$ cat config.mk
export PLATFORM = sky130hd
export DESIGN_NAME = fft_frame_loader_flat
export DESIGN_NICKNAME = d
export VERILOG_FILES = /design/src/rtl/fft_frame_loader_if.sv /design/src/rtl/fft_frame_loader.sv /design/src/flat_wrapper.sv
export SDC_FILE = /design/constraint.sdc
export NUM_CORES = 1
export LEC_CHECK = 0
export CAP_MARGIN = 20
export CORE_ASPECT_RATIO = 0.75
export CORE_MARGIN = 3
export CORE_UTILIZATION = 45
export DETAILED_ROUTE_END_ITERATION = 10
export PLACE_DENSITY = 0.8
export SLEW_MARGIN = 15
export SYNTH_ARGS = -nofsm -noshare
export SYNTH_HDL_FRONTEND = slang
export SYNTH_SLANG_ARGS = --single-unit
$ cat constraint.sdc
create_clock -name clk -period 2.4 [get_ports clk]
set_input_delay 0.48 -clock clk [delete_from_list [all_inputs] [get_ports clk]]
set_output_delay 0.48 -clock clk [all_outputs]
set_load 0.03 [all_outputs]
$ cat src/rtl/fft_frame_loader_if.sv
// Bus bundle between the sample stream source, the frame loader and the FFT core RAM write port.
// Master is the upstream source / core side; slave is the loader.
interface fft_frame_loader_if #(
  parameter int DATA_W = 12,
  parameter int ADDR_W = 3
);
  logic              s_valid;
  logic              s_ready;
  logic [DATA_W-1:0] s_real;
  logic [DATA_W-1:0] s_imag;
  logic              s_last;
  logic [DATA_W-1:0] real_in;
  logic [DATA_W-1:0] imag_in;
  logic [ADDR_W-1:0] addr_real;
  logic [ADDR_W-1:0] addr_imag;
  logic              wr_en_real;
  logic              wr_en_imag;

  modport master (
    output s_valid, s_real, s_imag, s_last,
    input  s_ready, real_in, imag_in, addr_real, addr_imag, wr_en_real, wr_en_imag
  );

  modport slave (
    input  s_valid, s_real, s_imag, s_last,
    output s_ready, real_in, imag_in, addr_real, addr_imag, wr_en_real, wr_en_imag
  );
endinterface

$ cat src/rtl/fft_frame_loader.sv
// Converts a valid/ready complex sample stream into per-frame RAM writes for the FFT core,
// zero-padding short frames. Define FFT_LOADER_BITREV_EN to write in bit-reversed address order.
module fft_frame_loader #(
  parameter int DATA_W        = 12,
  parameter int N_POINTS      = 8,
  parameter int ADDR_W        = 3,
  parameter int SETTLE_CYCLES = 16
) (
  input  logic                clk,
  input  logic                reset,
  fft_frame_loader_if.slave   bus,
  output logic                busy,
  output logic                frame_done,
  output logic [7:0]          frame_count
);

  localparam logic [1:0] ST_LOAD   = 2'd0;
  localparam logic [1:0] ST_PAD    = 2'd1;
  localparam logic [1:0] ST_SETTLE = 2'd2;
  localparam logic [1:0] ST_DONE   = 2'd3;

  localparam int                CNT_W       = $clog2(SETTLE_CYCLES + 1);
  localparam logic [ADDR_W-1:0] LAST_IDX    = ADDR_W'(N_POINTS - 1);
  localparam logic [CNT_W-1:0]  SETTLE_LAST = CNT_W'(SETTLE_CYCLES - 1);

  logic [1:0]        state;
  logic [ADDR_W-1:0] idx;
  logic [CNT_W-1:0]  settle_cnt;
  logic [DATA_W-1:0] real_q;
  logic [DATA_W-1:0] imag_q;
  logic [ADDR_W-1:0] addr_q;
  logic              wr_q;
  logic              accept;

  function automatic logic [ADDR_W-1:0] map_addr(input logic [ADDR_W-1:0] i);
    logic [ADDR_W-1:0] r;
`ifdef FFT_LOADER_BITREV_EN
    for (int b = 0; b < ADDR_W; b++) r[b] = i[ADDR_W-1-b];
`else
    r = i;
`endif
    return r;
  endfunction

  // Ready is masked by reset so nothing can be accepted while reset is held.
  assign bus.s_ready   = (state == ST_LOAD) && !reset;
  assign accept        = bus.s_valid && bus.s_ready;
  assign bus.real_in   = real_q;
  assign bus.imag_in   = imag_q;
  assign bus.addr_real = addr_q;
  assign bus.addr_imag = addr_q;
  assign bus.wr_en_real = wr_q;
  assign bus.wr_en_imag = wr_q;
  assign busy          = (state != ST_LOAD);
  assign frame_done    = (state == ST_DONE);

  always_ff @(posedge clk or posedge reset) begin
    if (reset) begin
      state       <= ST_LOAD;
      idx         <= '0;
      settle_cnt  <= '0;
      real_q      <= '0;
      imag_q      <= '0;
      addr_q      <= '0;
      wr_q        <= 1'b0;
      frame_count <= 8'd0;
    end else begin
      wr_q <= 1'b0;
      case (state)
        ST_LOAD: begin
          if (accept) begin
            real_q <= bus.s_real;
            imag_q <= bus.s_imag;
            addr_q <= map_addr(idx);
            wr_q   <= 1'b1;
            // The last slot always closes the frame, whatever s_last says.
            if (idx == LAST_IDX) begin
              state      <= ST_SETTLE;
              settle_cnt <= '0;
              idx        <= '0;
            end else begin
              idx <= idx + ADDR_W'(1);
              if (bus.s_last) state <= ST_PAD;
            end
          end
        end
        ST_PAD: begin
          real_q <= '0;
          imag_q <= '0;
          addr_q <= map_addr(idx);
          wr_q   <= 1'b1;
          if (idx == LAST_IDX) begin
            state      <= ST_SETTLE;
            settle_cnt <= '0;
            idx        <= '0;
          end else begin
            idx <= idx + ADDR_W'(1);
          end
        end
        ST_SETTLE: begin
          if (settle_cnt == SETTLE_LAST) state <= ST_DONE;
          else settle_cnt <= settle_cnt + CNT_W'(1);
        end
        ST_DONE: begin
          state       <= ST_LOAD;
          idx         <= '0;
          frame_count <= frame_count + 8'd1;
        end
        default: state <= ST_LOAD;
      endcase
    end
  end

endmodule

$ cat src/flat_wrapper.sv
// flat-port wrapper written by rule: the top's interface ports become plain ports
module fft_frame_loader_flat 
#(
  parameter int DATA_W        = 12,
  parameter int N_POINTS      = 8,
  parameter int ADDR_W        = 3,
  parameter int SETTLE_CYCLES = 16
)
  (clk, reset, busy, frame_done, frame_count, bus_s_valid, bus_s_real, bus_s_imag, bus_s_last, bus_s_ready, bus_real_in, bus_imag_in, bus_addr_real, bus_addr_imag, bus_wr_en_real, bus_wr_en_imag);
  fft_frame_loader_if #(.DATA_W(DATA_W), .ADDR_W(ADDR_W)) bus_i ();
  input  logic clk;
  input  logic reset;
  output logic busy;
  output logic frame_done;
  output logic [7:0] frame_count;
  input wire logic [$bits(bus_i.s_valid)-1:0] bus_s_valid;
  input wire logic [$bits(bus_i.s_real)-1:0] bus_s_real;
  input wire logic [$bits(bus_i.s_imag)-1:0] bus_s_imag;
  input wire logic [$bits(bus_i.s_last)-1:0] bus_s_last;
  output wire logic [$bits(bus_i.s_ready)-1:0] bus_s_ready;
  output wire logic [$bits(bus_i.real_in)-1:0] bus_real_in;
  output wire logic [$bits(bus_i.imag_in)-1:0] bus_imag_in;
  output wire logic [$bits(bus_i.addr_real)-1:0] bus_addr_real;
  output wire logic [$bits(bus_i.addr_imag)-1:0] bus_addr_imag;
  output wire logic [$bits(bus_i.wr_en_real)-1:0] bus_wr_en_real;
  output wire logic [$bits(bus_i.wr_en_imag)-1:0] bus_wr_en_imag;
  assign bus_i.s_valid = bus_s_valid;
  assign bus_i.s_real = bus_s_real;
  assign bus_i.s_imag = bus_s_imag;
  assign bus_i.s_last = bus_s_last;
  assign bus_s_ready = bus_i.s_ready;
  assign bus_real_in = bus_i.real_in;
  assign bus_imag_in = bus_i.imag_in;
  assign bus_addr_real = bus_i.addr_real;
  assign bus_addr_imag = bus_i.addr_imag;
  assign bus_wr_en_real = bus_i.wr_en_real;
  assign bus_wr_en_imag = bus_i.wr_en_imag;
  fft_frame_loader #(.DATA_W(DATA_W), .N_POINTS(N_POINTS), .ADDR_W(ADDR_W), .SETTLE_CYCLES(SETTLE_CYCLES)) u_core (.clk(clk), .reset(reset), .bus(bus_i), .busy(busy), .frame_done(frame_done), .frame_count(frame_count));
endmodule
==> flow_summary.json <==
{
  "crit_slowest_cell": "dfrtp_1",
  "core_area_um2": 4200,
  "clock_latency_ps": 290,
  "cts_tree": "done",
  "num_antenna_cells": 0,
  "yosys_warnings": 0,
  "maxSlewViolCount": 0,
  "dpl.hpwl_um": 3160,
  "startpoint": "u_core.state[0]",
  "ys_ff_latch": 46,
  "wl_per_cell_um": 14.9,
  "crit_top_cell": "inv_1",
  "io_buffers": 70,
  "area_delta_synth_final_pct": 39.8,
  "powerDensity_nw_per_um2": 1420,
  "grt_start_max_net_pins": 47,
  "worstSetupPathType": "register to primary output",
  "grt_usage": 0.167,
  "final_cell_count_no_fill": 284,
  "post_cts_buffers": 0,
  "finalSetupViolCount": 0,
  "path_max_fanout": 7,
  "hold_path_class": "register to register",
  "leakagePower_nw": 1.31,
  "dieArea_um2": 5390,
  "max_cap_violations": 0,
  "htree_levels": 2,
  "grt_pass1_wl_um": 7290,
  "drc_errors": 0,
  "endpoint_kind": "primary output",
  "antenna_found_initial": 0,
  "routed_wl_um": 4220,
  "r2r-end": "u_core.settle_cnt[0]",
  "die_w_um": 83.8,
  "period_needed_ps": 2200,
  "rsz0062_at_grt": "false",
  "ios": 71,
  "nets": 267,
  "worst_pin_slew_ps": 563,
  "slew_headroom": 0.624,
  "arrival_ps": 1720,
  "rrSetupSlack_ps": 490,
  "cp.required_ps": 1920,
  "synth_edf_count": 0,
  "dr.first_iter.drc_count": 61,
  "yosysSeqAreaShare": 0.564,
  "ys_async_sr_fraction": 1.00,
  "timing.final.crit_share": 0.916,
  "syn_nets": 197,
  "num_vias": 1467,
  "hold_viol_final": 0,
  "cp_cell_sequence": "inv_1, ha_1, inv_1, nor2_1, dlygate4sd2_1",
  "die_h_um": 64.3,
  "ff2ff_path_depth": 6,
  "root_buffer": "clkbuf_8",
  "initial_utilization": 0.485,
  "holdPathStages": 1,
  "cts.reportedPaths.clkPinSlew_ps": 80,
  "drive_gt1_frac": 0.105,
  "synthDistinctLibCells": 35,
  "cp_slowest_stage_delay_ps": 400,
  "ctsHoldBuffers": 0,
  "fin_skew_ps": 5.77,
  "timing.fmax_mhz": 455,
  "viasPerCell": 5.17,
  "syn_inst": 158,
  "min_from": "u_core.frame_count[7]",
  "grt.overflow.total": 0,
  "hold-path-endpoint": "u_core.frame_count[7]",
  "seq_area_um2": 1150,
  "ys.flop_type": "dfrtp_1",
  "place.gp.congestion": 0.760,
  "grt_pass1_vias": 1504,
  "multiInputGateArea_um2": 792,
  "cts.sinks": 46,
  "num_rows": 20,
  "worst_setup_path_start_kind": "register",
  "vdd_drop_max_v": 0.000818,
  "syn_area_um2": 2040,
  "dpl.cell_count": 276,
  "cts_buffers": 5,
  "antenna_left": 0,
  "drt_first_pass_iters": 4,
  "status": "completed",
  "syn_avg_cell_area_um2": 12.9,
  "cts_max_path_buffers": 2,
  "fin_setup_tns_ps": 0,
  "num-fill-cells": 327,
  "r2r-start": "u_core.state[0]"
}
==> cell type report <==
class                           count  area share
Sequential cell                    46       0.404
Multi-Input combinational cell     95       0.278
Timing Repair Buffer               74       0.257
Clock buffer                        6      0.0254
Tap cell                           55      0.0241
Inverter                            6     0.00789
Clock inverter                      2     0.00482
==> power by group <==
| group | switching [mW] | internal [mW] | total, mW |
|---|---|---|---|
| clock | 0.242 | 0.205 | 0.448 |
| combinational | 1.23 | 1.03 | 2.26 |
| sequential | 0.240 | 1.11 | 1.35 |
| total | 1.71 | 2.35 | 4.06 |
==> cells in the mapped netlist, types with 2 or more instances <==
| cell type | number | share of area |
|---|---|---|
| a21o_1 | 2 | 0.0074 |
| a21oi_1 | 2 | 0.0049 |
| a22o_1 | 27 | 0.12 |
| buf_2 | 2 | 0.0049 |
| buf_4 | 6 | 0.022 |
| dfrtp_1 | 46 | 0.56 |
| ha_1 | 11 | 0.067 |
| inv_1 | 6 | 0.011 |
| mux2_2 | 8 | 0.044 |
| mux2i_1 | 3 | 0.015 |
| nand2_1 | 6 | 0.011 |
| nand3_1 | 3 | 0.0074 |
| nand4_1 | 2 | 0.0061 |
| nor2_1 | 4 | 0.0074 |
| nor2b_1 | 4 | 0.012 |
| o21ai_0 | 2 | 0.0049 |
| xnor2_1 | 4 | 0.017 |
| xor2_1 | 3 | 0.013 |
==> state kept, by name, indices dropped and copies added (netlist names) <==
signal,flops
u_core.frame_count,8
u_core.bus.wr_en_imag,1
u_core.settle_cnt,5
u_core.bus.addr_imag,3
u_core.bus.real_in,12
u_core.idx,3
u_core.state,2
u_core.bus.imag_in,12
==> metal layers <==
layer	global-route usage	share of wire	vias up
li1	-	-	705
met1	0.249	0.51	711
met2	0.247	0.42	49
met3	0.0464	0.067	2
met4	0.0241	0.0038	0
met5	0	0	-
==> worst max-delay path: cells and delay by family (launching register included) <==
family | cells | cell delay, ps
fa+ha+maj | 1 | 260
buf+inv | 3 | 660
simple gates | 1 | 110
flops | 1 | 400
==> repair_timing <==
item                                   in CTS  in global routing
gates resized for setup                     1                  1
cloned                                      0                  0
endpoints found under the hold margin       0                  0
setup endpoints to repair                   1                  1
==> layout by cell type, fill, tap and decap left out, drive strengths merged, types with 5 or more instances in the layout <==
| master | n |
|---|---|
| dfrtp | 46 |
| ha | 11 |
| mux2 | 8 |
| a22o | 27 |
| inv | 6 |
| clkbuf | 6 |
| nor2 | 5 |
| clkdlybuf4s50 | 68 |
| nand2 | 6 |
==> logic make-up after synthesis <==
family | share of synthesized area
fa+ha+maj | 0.0674
buf+inv | 0.0478
xor+xnor | 0.0300
simple gates | 0.0803
compound gates | 0.151
mux | 0.0589
flops | 0.564
==> worst max-delay path by stage <==
| stage | cells after the start | slack (ps) | endpoint |
|---|---|---|---|
| after CTS | 4 | 9 | busy |
| final | 5 | 200 | bus_s_ready |
| after global routing | 5 | 60 | bus_s_ready |
| after detailed placement | 3 | 210 | bus_s_ready |
| after global placement | 3 | 220 | bus_s_ready |
| after floorplan | 4 | 40 | u_core.idx[0] |
==> through the flow <==
step	cell area [um2]	worst slack (ps)	utilization	power [mW]	hold slack (ps)
2_1_floorplan	2040	39.4	-	2.82	478
4_1_cts	2850	9.28	0.678	4.10	476
3_5_place_dp	2770	212	0.658	3.65	464
5_1_grt	2850	64.1	0.679	4.33	525
6_report	2850	202	0.679	4.06	476
3_3_place_gp	2770	220	0.658	3.60	459
No activity file was read; power rests on OpenSTA's default activity.
